### src/rtl/interrupt_sequencer_pkg.sv
// Shared types for the interrupt entry / RTI return sequencer: FSM states,
// data-memory address-source encodings and the flag register width.
package isr_pkg;

   localparam int CCR_W  = 3;
   localparam int DATA_W = 16;

   typedef enum logic [3:0] {
      IDLE     = 4'd0,
      DRAIN    = 4'd1,
      PUSH_PCH = 4'd2,
      PUSH_PCL = 4'd3,
      PUSH_CCR = 4'd4,
      VEC_H    = 4'd5,
      VEC_L    = 4'd6,
      JUMP     = 4'd7,
      RDRAIN   = 4'd8,
      POP_CCR  = 4'd9,
      POP_PCL  = 4'd10,
      POP_PCH  = 4'd11,
      RESUME   = 4'd12
   } state_t;

   typedef enum logic [1:0] {
      SEL_SP   = 2'd0,
      SEL_SP1  = 2'd1,
      SEL_VEC0 = 2'd2,
      SEL_VEC1 = 2'd3
   } addr_sel_t;

   function automatic logic is_push_state(input state_t s);
      return (s == PUSH_PCH) || (s == PUSH_PCL) || (s == PUSH_CCR);
   endfunction

   function automatic logic is_pop_state(input state_t s);
      return (s == POP_CCR) || (s == POP_PCL) || (s == POP_PCH);
   endfunction

   function automatic logic is_mem_state(input state_t s);
      return is_push_state(s) || is_pop_state(s) || (s == VEC_H) || (s == VEC_L);
   endfunction

endpackage

### src/rtl/interrupt_sequencer_int_sync_edge.sv
// Two-flop synchronizer for the asynchronous interrupt pin followed by a
// rising-edge detector producing a one-cycle pulse in the clk domain.
module int_sync_edge (
   input  logic clk,
   input  logic rst,
   input  logic async_in,
   output logic rise_pulse
);

   logic sync1_q, sync1_d;
   logic sync2_q, sync2_d;
   logic prev_q,  prev_d;

   always_comb begin
      sync1_d = async_in;
      sync2_d = sync1_q;
      prev_d  = sync2_q;
   end

   always_ff @(posedge clk or negedge rst) begin
      if (!rst) begin
         sync1_q <= 1'b0;
         sync2_q <= 1'b0;
         prev_q  <= 1'b0;
      end else begin
         sync1_q <= sync1_d;
         sync2_q <= sync2_d;
         prev_q  <= prev_d;
      end
   end

   assign rise_pulse = sync2_q & ~prev_q;

endmodule

### src/rtl/interrupt_sequencer.sv
// Hardware interrupt entry (drain, push PC/CCR, vector fetch, jump) and RTI
// return (drain, pop CCR/PC, restore) sequencer owning the data-memory port.
//
// Memory handshake: mem_req is held high with mem_we/mem_addr_sel/mem_wdata
// stable until a cycle where mem_req=1 and mem_ack=1; that cycle completes the
// access (read data captured, sp_dec/sp_inc pulse combinationally), and
// mem_req is low for the following cycle before the next access starts.
module interrupt_sequencer
   import isr_pkg::*;
#(
   parameter int PC_W = 32
) (
   input  logic              clk,
   input  logic              rst,
   input  logic              start,
   input  logic              interrupt,
   input  logic              pipe_empty,
   input  logic              rti_exec,
   input  logic [PC_W-1:0]   pc_in,
   input  logic [CCR_W-1:0]  ccr_in,
   input  logic              mem_ack,
   input  logic [DATA_W-1:0] mem_rdata,
   output logic              stall_fetch,
   output logic              mem_req,
   output logic              mem_we,
   output logic [1:0]        mem_addr_sel,
   output logic [DATA_W-1:0] mem_wdata,
   output logic              sp_dec,
   output logic              sp_inc,
   output logic              pc_load,
   output logic [PC_W-1:0]   pc_out,
   output logic              ccr_load,
   output logic [CCR_W-1:0]  ccr_out,
   output logic              in_isr,
   output state_t            dbg_state,
   output logic              dbg_pending
);

   logic int_rise;

   int_sync_edge u_sync (
      .clk       (clk),
      .rst       (rst),
      .async_in  (interrupt),
      .rise_pulse(int_rise)
   );

   state_t            state_q, state_d;
   logic              pending_q, pending_d;
   logic              in_isr_q, in_isr_d;
   logic [DATA_W-1:0] hi_q, hi_d;
   logic [DATA_W-1:0] lo_q, lo_d;
   logic [CCR_W-1:0]  ccr_q, ccr_d;

   logic              stall_q, stall_d;
   logic              mem_req_q, mem_req_d;
   logic              mem_we_q, mem_we_d;
   addr_sel_t         sel_q, sel_d;
   logic [DATA_W-1:0] wdata_q, wdata_d;
   logic              pc_load_q, pc_load_d;
   logic [PC_W-1:0]   pc_out_q, pc_out_d;
   logic              ccr_load_q, ccr_load_d;
   logic [CCR_W-1:0]  ccr_out_q, ccr_out_d;

   logic              ack_ok;
   logic [31:0]       pc_ext;
   logic [31:0]       word_d;

   // mem_req is only ever high inside a memory state, so this also filters stray acks.
   assign ack_ok = mem_req_q & mem_ack;
   assign pc_ext = 32'(pc_in);

   always_comb begin
      state_d   = state_q;
      pending_d = pending_q;
      in_isr_d  = in_isr_q;
      hi_d      = hi_q;
      lo_d      = lo_q;
      ccr_d     = ccr_q;

      // A single pending bit naturally merges any further edges.
      if (int_rise) pending_d = 1'b1;

      unique case (state_q)
         IDLE: begin
            if (in_isr_q && rti_exec)                 state_d = RDRAIN;
            else if (start && pending_q && !in_isr_q) state_d = DRAIN;
         end
         DRAIN: begin
            if (pipe_empty) begin
               state_d   = PUSH_PCH;
               pending_d = 1'b0;
               hi_d      = pc_ext[31:16];
               lo_d      = pc_ext[15:0];
               ccr_d     = ccr_in;
            end
         end
         RDRAIN:   if (pipe_empty) state_d = POP_CCR;
         PUSH_PCH: if (ack_ok) state_d = PUSH_PCL;
         PUSH_PCL: if (ack_ok) state_d = PUSH_CCR;
         PUSH_CCR: if (ack_ok) state_d = VEC_H;
         VEC_H: begin
            if (ack_ok) begin
               hi_d    = mem_rdata;
               state_d = VEC_L;
            end
         end
         VEC_L: begin
            if (ack_ok) begin
               lo_d    = mem_rdata;
               state_d = JUMP;
            end
         end
         JUMP: state_d = IDLE;
         POP_CCR: begin
            if (ack_ok) begin
               ccr_d   = mem_rdata[CCR_W-1:0];
               state_d = POP_PCL;
            end
         end
         POP_PCL: begin
            if (ack_ok) begin
               lo_d    = mem_rdata;
               state_d = POP_PCH;
            end
         end
         POP_PCH: begin
            if (ack_ok) begin
               hi_d    = mem_rdata;
               state_d = RESUME;
            end
         end
         // An interrupt queued during the ISR goes straight into a new drain.
         RESUME: state_d = (start && pending_q) ? DRAIN : IDLE;
         default: state_d = IDLE;
      endcase

      if (state_d == JUMP)   in_isr_d = 1'b1;
      if (state_d == RESUME) in_isr_d = 1'b0;
   end

   // Output decode from the next state, so registered outputs line up with state_q.
   always_comb begin
      word_d     = {hi_d, lo_d};
      stall_d    = (state_d != IDLE);
      mem_req_d  = is_mem_state(state_d) && !ack_ok;
      mem_we_d   = is_push_state(state_d);
      sel_d      = SEL_SP;
      wdata_d    = '0;
      pc_load_d  = 1'b0;
      pc_out_d   = '0;
      ccr_load_d = 1'b0;
      ccr_out_d  = '0;

      unique case (state_d)
         PUSH_PCH: wdata_d = hi_d;
         PUSH_PCL: wdata_d = lo_d;
         PUSH_CCR: wdata_d = {{(DATA_W-CCR_W){1'b0}}, ccr_d};
         VEC_H:    sel_d   = SEL_VEC0;
         VEC_L:    sel_d   = SEL_VEC1;
         POP_CCR, POP_PCL, POP_PCH: sel_d = SEL_SP1;
         JUMP: begin
            pc_load_d = 1'b1;
            pc_out_d  = word_d[PC_W-1:0];
         end
         RESUME: begin
            pc_load_d  = 1'b1;
            pc_out_d   = word_d[PC_W-1:0];
            ccr_load_d = 1'b1;
            ccr_out_d  = ccr_d;
         end
         default: ;
      endcase
   end

   always_ff @(posedge clk or negedge rst) begin
      if (!rst) begin
         state_q    <= IDLE;
         pending_q  <= 1'b0;
         in_isr_q   <= 1'b0;
         hi_q       <= '0;
         lo_q       <= '0;
         ccr_q      <= '0;
         stall_q    <= 1'b0;
         mem_req_q  <= 1'b0;
         mem_we_q   <= 1'b0;
         sel_q      <= SEL_SP;
         wdata_q    <= '0;
         pc_load_q  <= 1'b0;
         pc_out_q   <= '0;
         ccr_load_q <= 1'b0;
         ccr_out_q  <= '0;
      end else begin
         state_q    <= state_d;
         pending_q  <= pending_d;
         in_isr_q   <= in_isr_d;
         hi_q       <= hi_d;
         lo_q       <= lo_d;
         ccr_q      <= ccr_d;
         stall_q    <= stall_d;
         mem_req_q  <= mem_req_d;
         mem_we_q   <= mem_we_d;
         sel_q      <= sel_d;
         wdata_q    <= wdata_d;
         pc_load_q  <= pc_load_d;
         pc_out_q   <= pc_out_d;
         ccr_load_q <= ccr_load_d;
         ccr_out_q  <= ccr_out_d;
      end
   end

   assign stall_fetch  = stall_q;
   assign mem_req      = mem_req_q;
   assign mem_we       = mem_we_q;
   assign mem_addr_sel = sel_q;
   assign mem_wdata    = wdata_q;
   assign sp_dec       = ack_ok && is_push_state(state_q);
   assign sp_inc       = ack_ok && is_pop_state(state_q);
   assign pc_load      = pc_load_q;
   assign pc_out       = pc_out_q;
   assign ccr_load     = ccr_load_q;
   assign ccr_out      = ccr_out_q;
   assign in_isr       = in_isr_q;
   assign dbg_state    = state_q;
   assign dbg_pending  = pending_q;

endmodule

### config.mk
export PLATFORM = sky130hd
export DESIGN_NAME = interrupt_sequencer
export DESIGN_NICKNAME = d
export VERILOG_FILES = /design/src/rtl/interrupt_sequencer_pkg.sv /design/src/rtl/interrupt_sequencer_int_sync_edge.sv /design/src/rtl/interrupt_sequencer.sv
export SDC_FILE = /design/constraint.sdc
export NUM_CORES = 1
export LEC_CHECK = 0
export ABC_AREA = 1
export BUFFER_PORTS_ARGS = -buffer_cell sky130_fd_sc_hd__buf_2
export CAP_MARGIN = 10
export CORE_MARGIN = 2
export CORE_UTILIZATION = 30
export CTS_CLUSTER_DIAMETER = 50
export DETAILED_ROUTE_END_ITERATION = 10
export HOLD_SLACK_MARGIN = 0.15
export PLACE_DENSITY_LB_ADDON = 0.05
export SYNTH_ARGS = -nofsm -noshare
export SYNTH_HDL_FRONTEND = slang
export SYNTH_SLANG_ARGS = --single-unit
### constraint.sdc
create_clock -name clk -period 1.8 [get_ports clk]
set_input_delay 0.09 -clock clk [delete_from_list [all_inputs] [get_ports clk]]
set_output_delay 0.09 -clock clk [all_outputs]
set_load 0.005 [all_outputs]
After elaboration in Yosys (flattened, before gate mapping)
Cells that the tools add are included.

storage, ports and cells
  bits in registers = 102
  bits of input ports = 58

operators by class
  eq/ne operators = 21
  muxes and demuxes = 34
  bitwise operators = 3
  reductions and logical operators = 26

operator list
  kind                                                             count
  16-bit two-way mux                                               4
  16-bit one-hot mux with 2 select lines                           2
  4-bit two-way mux                                                12
  16-bit one-hot mux with 3 select lines                           1
  4-bit one-hot mux with 12 select lines                           1
  4-bit == test, second input constant                             9
  32-bit two-way mux                                               1
  4-bit by 3-bit == test with 1-bit output, second input constant  7
  4-bit by 2-bit == test with 1-bit output, second input constant  4
  1-bit logical OR                                                 11
  3-bit two-way mux                                                3
  1-bit two-way mux                                                8
  1-bit logical AND                                                6
  2-bit one-hot mux with 3 select lines                            1
  3-bit one-hot mux with 2 select lines                            1
  2-bit OR reduction                                               3
  4-bit by 1-bit == test with 1-bit output, second input constant  1
  4-bit logical NOT                                                1
  4-bit nonzero test                                               1
  3-bit OR reduction                                               1
  1-bit AND                                                        2
  1-bit logical NOT                                                2
  2-bit nonzero test                                               1
  1-bit NOT                                                        1

Longest topological paths before layout
  word-level depth = 12
  mapped depth = 13
  depth with buffers taken out = 13

Modules after synthesis
From an unflattened synthesis, not the netlist that was laid out.

second synthesis, totals
  cells, all modules = 460
  area total of the unflattened synthesis = 4,282.9 µm²

modules (own cells, without submodules)
  module               instances  cells each  area an instance (µm²)
  interrupt_sequencer  1          455         4,197.8
  int_sync_edge        1          5           85.1

Least setup slack after synthesis
No wires, ideal clock.

  path kind = flip-flop to flip-flop
  start = reg state_q[3], in the netlist dbg_state[3]
  end = reg wdata_q[10], in the netlist mem_wdata[10]
  library setup time = 130 ps
  data arrival time = 1,480 ps
  required time = 1,670 ps
  path slack = 190 ps
  stages on the path, launching flop included = 8
  period minus slack after synthesis = 1,610 ps
  cells stage by stage = dfrtp_1 nor2_2 nor2_1 nand3_2 clkbuf_1 o21ai_0 a21oi_1 o22ai_1

between the ends
  word-level cells in the longest chain between the ends = 5
  elaborated cells between the ends (all ways) = 33
  classes of those cells = eq/ne: 14; mux: 16; reduce/logical: 3

ends and longest elaborated chain
  what                                                                                                  line                        source
  from (decl)                                                                                           interrupt_sequencer.sv:48   state_t state_q, state_d;
  from (signal assigned)                                                                                interrupt_sequencer.sv:194  state_q <= state_d;
  4-bit two-way mux                                                                                     interrupt_sequencer.sv:87   else if (start && pending_q && !in_isr_q) state_d = DRAIN;
  4-bit two-way mux                                                                                     interrupt_sequencer.sv:86   if (in_isr_q && rti_exec) state_d = RDRAIN;
  4-bit one-hot mux with 12 select lines                                                                interrupt_sequencer.sv:84   unique case (state_q)
  4-bit by 3-bit == test with 1-bit output or 4-bit by 2-bit == test with 1-bit output (tied branches)  interrupt_sequencer.sv:155  unique case (state_d)
  16-bit one-hot mux with 3 select lines *                                                              interrupt_sequencer.sv:155
  named net wdata_d[10]                                                                                 interrupt_sequencer.sv:59   logic [DATA_W-1:0] wdata_q, wdata_d;
  to (signal assigned)                                                                                  interrupt_sequencer.sv:204  wdata_q <= wdata_d;
  to (decl)                                                                                             interrupt_sequencer.sv:59

Mark *: on every way through the listed nets, which the timed path passes. The rest lies on a longest branch.
A chain may end at the register's enable or synchronous reset.

Worst setup path after layout
  start = reg state_q[2], in the netlist dbg_state[2]
  end = reg wdata_q[7], in the netlist mem_wdata[7]

between the ends
  elaborated cells between the ends (all ways) = 33
  classes of those cells = eq/ne: 14; mux: 16; reduce/logical: 3

RTL lines
  what                                                                                                  line
  4-bit == test, or another cell as far along                                                           interrupt_sequencer.sv:84
  4-bit one-hot mux with 12 select lines *                                                              interrupt_sequencer.sv:84
  named net state_d[3]                                                                                  interrupt_sequencer.sv:48
  4-bit by 3-bit == test with 1-bit output or 4-bit by 2-bit == test with 1-bit output (tied branches)  interrupt_sequencer.sv:155
  16-bit one-hot mux with 3 select lines *                                                              interrupt_sequencer.sv:155
  named net wdata_d[7]                                                                                  interrupt_sequencer.sv:59

Marked as above.

==> results_dict.tcl <==
set metrics [dict create \
    drv_slew 0 \
    num_antenna_cells 0 \
    final.setup_skew_ns 0.00610 \
    first_pass_iters 4 \
    drtIter0Drc 202 \
    hold_class "input port to register" \
    cp.required_ns 2.02 \
    fill_cells 1429 \
    startpoint "dbg_state[2]" \
    routed_wl_mm 12.7 \
    io_pins 124 \
    die_w_um 123 \
    synthDistinctLibCells 30 \
    critPathLaunchType "register" \
    worstPathArrival_ns 1.96 \
    port_buffers 123 \
    grt_max_degree 62 \
    globalRoute.totalOverflow 0 \
    initial_core_util 0.306 \
    path_cells "nor2_4 -> nand2_2 -> o21ai_1 -> nor2_2 -> nand3_4 -> buf_6 -> o22ai_1" \
    die_h_um 123 \
    crit_family "simple AND/OR/NAND/NOR gates" \
    grt_pass1_wl_mm 19.8 \
    end_kind "register" \
    sw_frac_of_total 0.388 \
    min_period_ns 1.74 \
    track_usage 0.173 \
    critical_path_buf_inv_count 1 \
    row_count 43 \
    vias 3667 \
    htreeDepth 3 \
    cts.sinks 102 \
    hold_ws_ns 0.175 \
    fmax_mhz 576 \
    status "finished, final reports clean" \
    grt_pass1_vias 3912 \
    postSynthCellCount 455 \
    post-route-period-util 0.965 \
    reg2reg_slack_ns 0.06 \
    synth-seq-cells 102 \
    hold_start "mem_rdata[13]" \
    power_density_nw_per_um2 1440 \
    drc 0 \
    p_sw_mw 3.50 \
    rsz0062_at_grt "true" \
    p_clk_frac 0.219 \
    syn_avg_cell_area_sq_um 9.34 \
    p_total_mw 9.02 \
    ir_worst_vdd_mv 0.780 \
    cts_tree "yes" \
    critPathKind "register to register" \
    cts_inserted_buffers 9 \
    critPathMaxFanout 8 \
    drv_cap 0 \
    clk_latency_ns 0.34 \
    yosysWarnings 0 \
    seq_area_sq_um 2560 \
    gp_congestion 0.851 \
    setup_viol 0 \
    dpl.hpwl_mm 8.68 \
    r2r_start "dbg_state[2]" \
    drive_gt1_frac 0.346 \
    ys_seq_area_frac 0.600 \
    hold_violations 0 \
    cts-root-buf "clkbuf_16" \
    p_seq_frac 0.351 \
    power.leakage_nw 3.38 \
    detail_route.wl_per_cell_um 15.1 \
    clk_path_buf_depth 2 \
    syn2layout_area_growth_pct 47.1 \
    cts.clk_slew.worst_paths_ns 0.07 \
    core_area_sq_um 13900 \
    ant_nets 0 \
    multi_input_area_sq_um 1430 \
    crit_slowest_cell "dfrtp_2" \
    worstMarginPinSlew_ns 0.345 \
    pwr-share-comb 0.430 \
    dieArea_sq_um 15100 \
    nNetsFinal 717 \
    synth_area_sq_um 4250 \
    viasPerCell 4.34 \
    antenna_found_initial 0 \
    synth_nets 513 \
    relSlewSlack 0.770 \
    max_stage_delay_ns 0.48 \
    p_int_mw 5.52 \
]
[power by group through the flow]
stage          logic, mW  clock network, mW  registers (mW)
5_1_grt             4.36               2.13            3.22
3_3_place_gp        3.38                  0            3.16
4_1_cts             3.51               2.05            3.14
2_1_floorplan       2.10                  0            3.14
6_report            3.88               1.97            3.17
3_5_place_dp        3.38                  0            3.16
[per-stage QoR]
| step | utilization | cell area, sq um | setup slack, ns | setup TNS (ns) | instances |
|---|---|---|---|---|---|
| floorplan | - | 4250 | 0.190 | 0 | 455 |
| global placement | 0.378 | 5240 | -0.0151 | -0.0151 | 771 |
| detailed placement | 0.378 | 5240 | -0.0360 | -0.0435 | 771 |
| CTS | 0.437 | 6070 | 0.0331 | 0 | 838 |
| global route | 0.450 | 6250 | -0.0395 | -0.341 | 844 |
| finish | 0.450 | 6250 | 0.0636 | 0 | 844 |
[worst paths after layout]
path / to / depth (start not counted)
max: mem_wdata[7] / 7
min: hi_q[13] / 3
max reg2reg: mem_wdata[7] / 7
min reg2reg: u_sync.prev_d / 0
max in group asynchronous: pc_out[15] / 3
min in group asynchronous: pc_out[31] / 3
[what timing repair did]
item                                    4_1_cts  5_1_grt
gates cloned                                  0        1
resized for setup                             5       42
hold endpoints to repair                    157        0
pin swaps                                     0       10
hold buffers                                 51        0
setup buffers                                 0        5
endpoints found under the setup margin       13       49
[worst reg2reg max path: stages, from the launching register on]
cell     delay, ns
dfrtp_2       0.48
nor2_4        0.23
nand2_2       0.08
o21ai_1       0.28
nor2_2        0.16
nand3_4       0.14
buf_6         0.16
o22ai_1       0.09
[placed cells by master, fill, tap and decap left out, types with 4 or more instances in the layout]
| cell type | synthesis | routed |
|---|---|---|
| a21oi_1 | 14 | 8 |
| dfrtp_1 | 102 | 98 |
| buf_12 | 0 | 4 |
| nand2_1 | 98 | 91 |
| buf_2 | 4 | 122 |
| a21oi_2 | 0 | 6 |
| inv_1 | 66 | 62 |
| nor2_2 | 3 | 4 |
| o22ai_2 | 0 | 5 |
| inv_4 | 2 | 6 |
| dfrtp_2 | 0 | 4 |
| inv_2 | 10 | 9 |
| nand3b_1 | 11 | 11 |
| o221ai_1 | 5 | 5 |
| o21ai_1 | 5 | 8 |
| nand3_1 | 16 | 13 |
| buf_4 | 1 | 23 |
| clkbuf_16 | 0 | 10 |
| nor2_1 | 51 | 49 |
| nor2_4 | 4 | 5 |
| nand3_2 | 3 | 5 |
| o21ai_0 | 22 | 19 |
| dlygate4sd3_1 | 0 | 51 |
| and2_1 | 5 | 5 |
| nand2_2 | 5 | 11 |
[layout make-up]
type / count / area share
Inverter: 78 / 0.0500
Timing Repair Buffer: 203 / 0.227
Multi-Input combinational cell: 265 / 0.229
Clock inverter: 5 / 0.00941
Tap cell: 180 / 0.0360
Clock buffer: 11 / 0.0388
Sequential cell: 102 / 0.409
[synthesized netlist by cell type (all sizes together)]
cell / n / area, sq um
inv: 78 / 298
o21ai: 28 / 151
o221ai: 5 / 43.8
nand3b: 11 / 82.6
nor3: 1 / 5.00
o211ai: 3 / 22.5
dfrtp: 102 / 2550
and2: 5 / 31.3
clkbuf: 1 / 3.75
nand3: 21 / 145
nor2: 58 / 255
buf: 9 / 72.6
a21oi: 15 / 86.3
nand2: 104 / 410
nand4: 3 / 18.8
o22ai: 8 / 50.1
a21o: 3 / 22.5
[metal layers]
metal  share of wire  GRT usage  vias up  wire length, um
li1                -          -     1829                -
met1            0.47      0.233     1726             5930
met2            0.47      0.278       95             5980
met3           0.044     0.0286       17              558
met4           0.022     0.0682        0              274
met5               0          0        -                0
[kinds of logic (layout without fill, tap and decap cells)]
kind of cell,count (synthesis),count (layout),synth area share
compound gates,62,62,0.0886
buf+inv,88,297,0.0880
flops,102,102,0.600
simple gates,203,203,0.223
[flip-flops by register name, summed over array words and instances (netlist names), 2 cells and up]
register,flops
pc_out,32
hi_q,16
lo_q,16
mem_wdata,16
dbg_state,4
ccr_out,3
ccr_q,3
mem_addr_sel,2
Note: power is estimated with default switching activity, not from simulation.
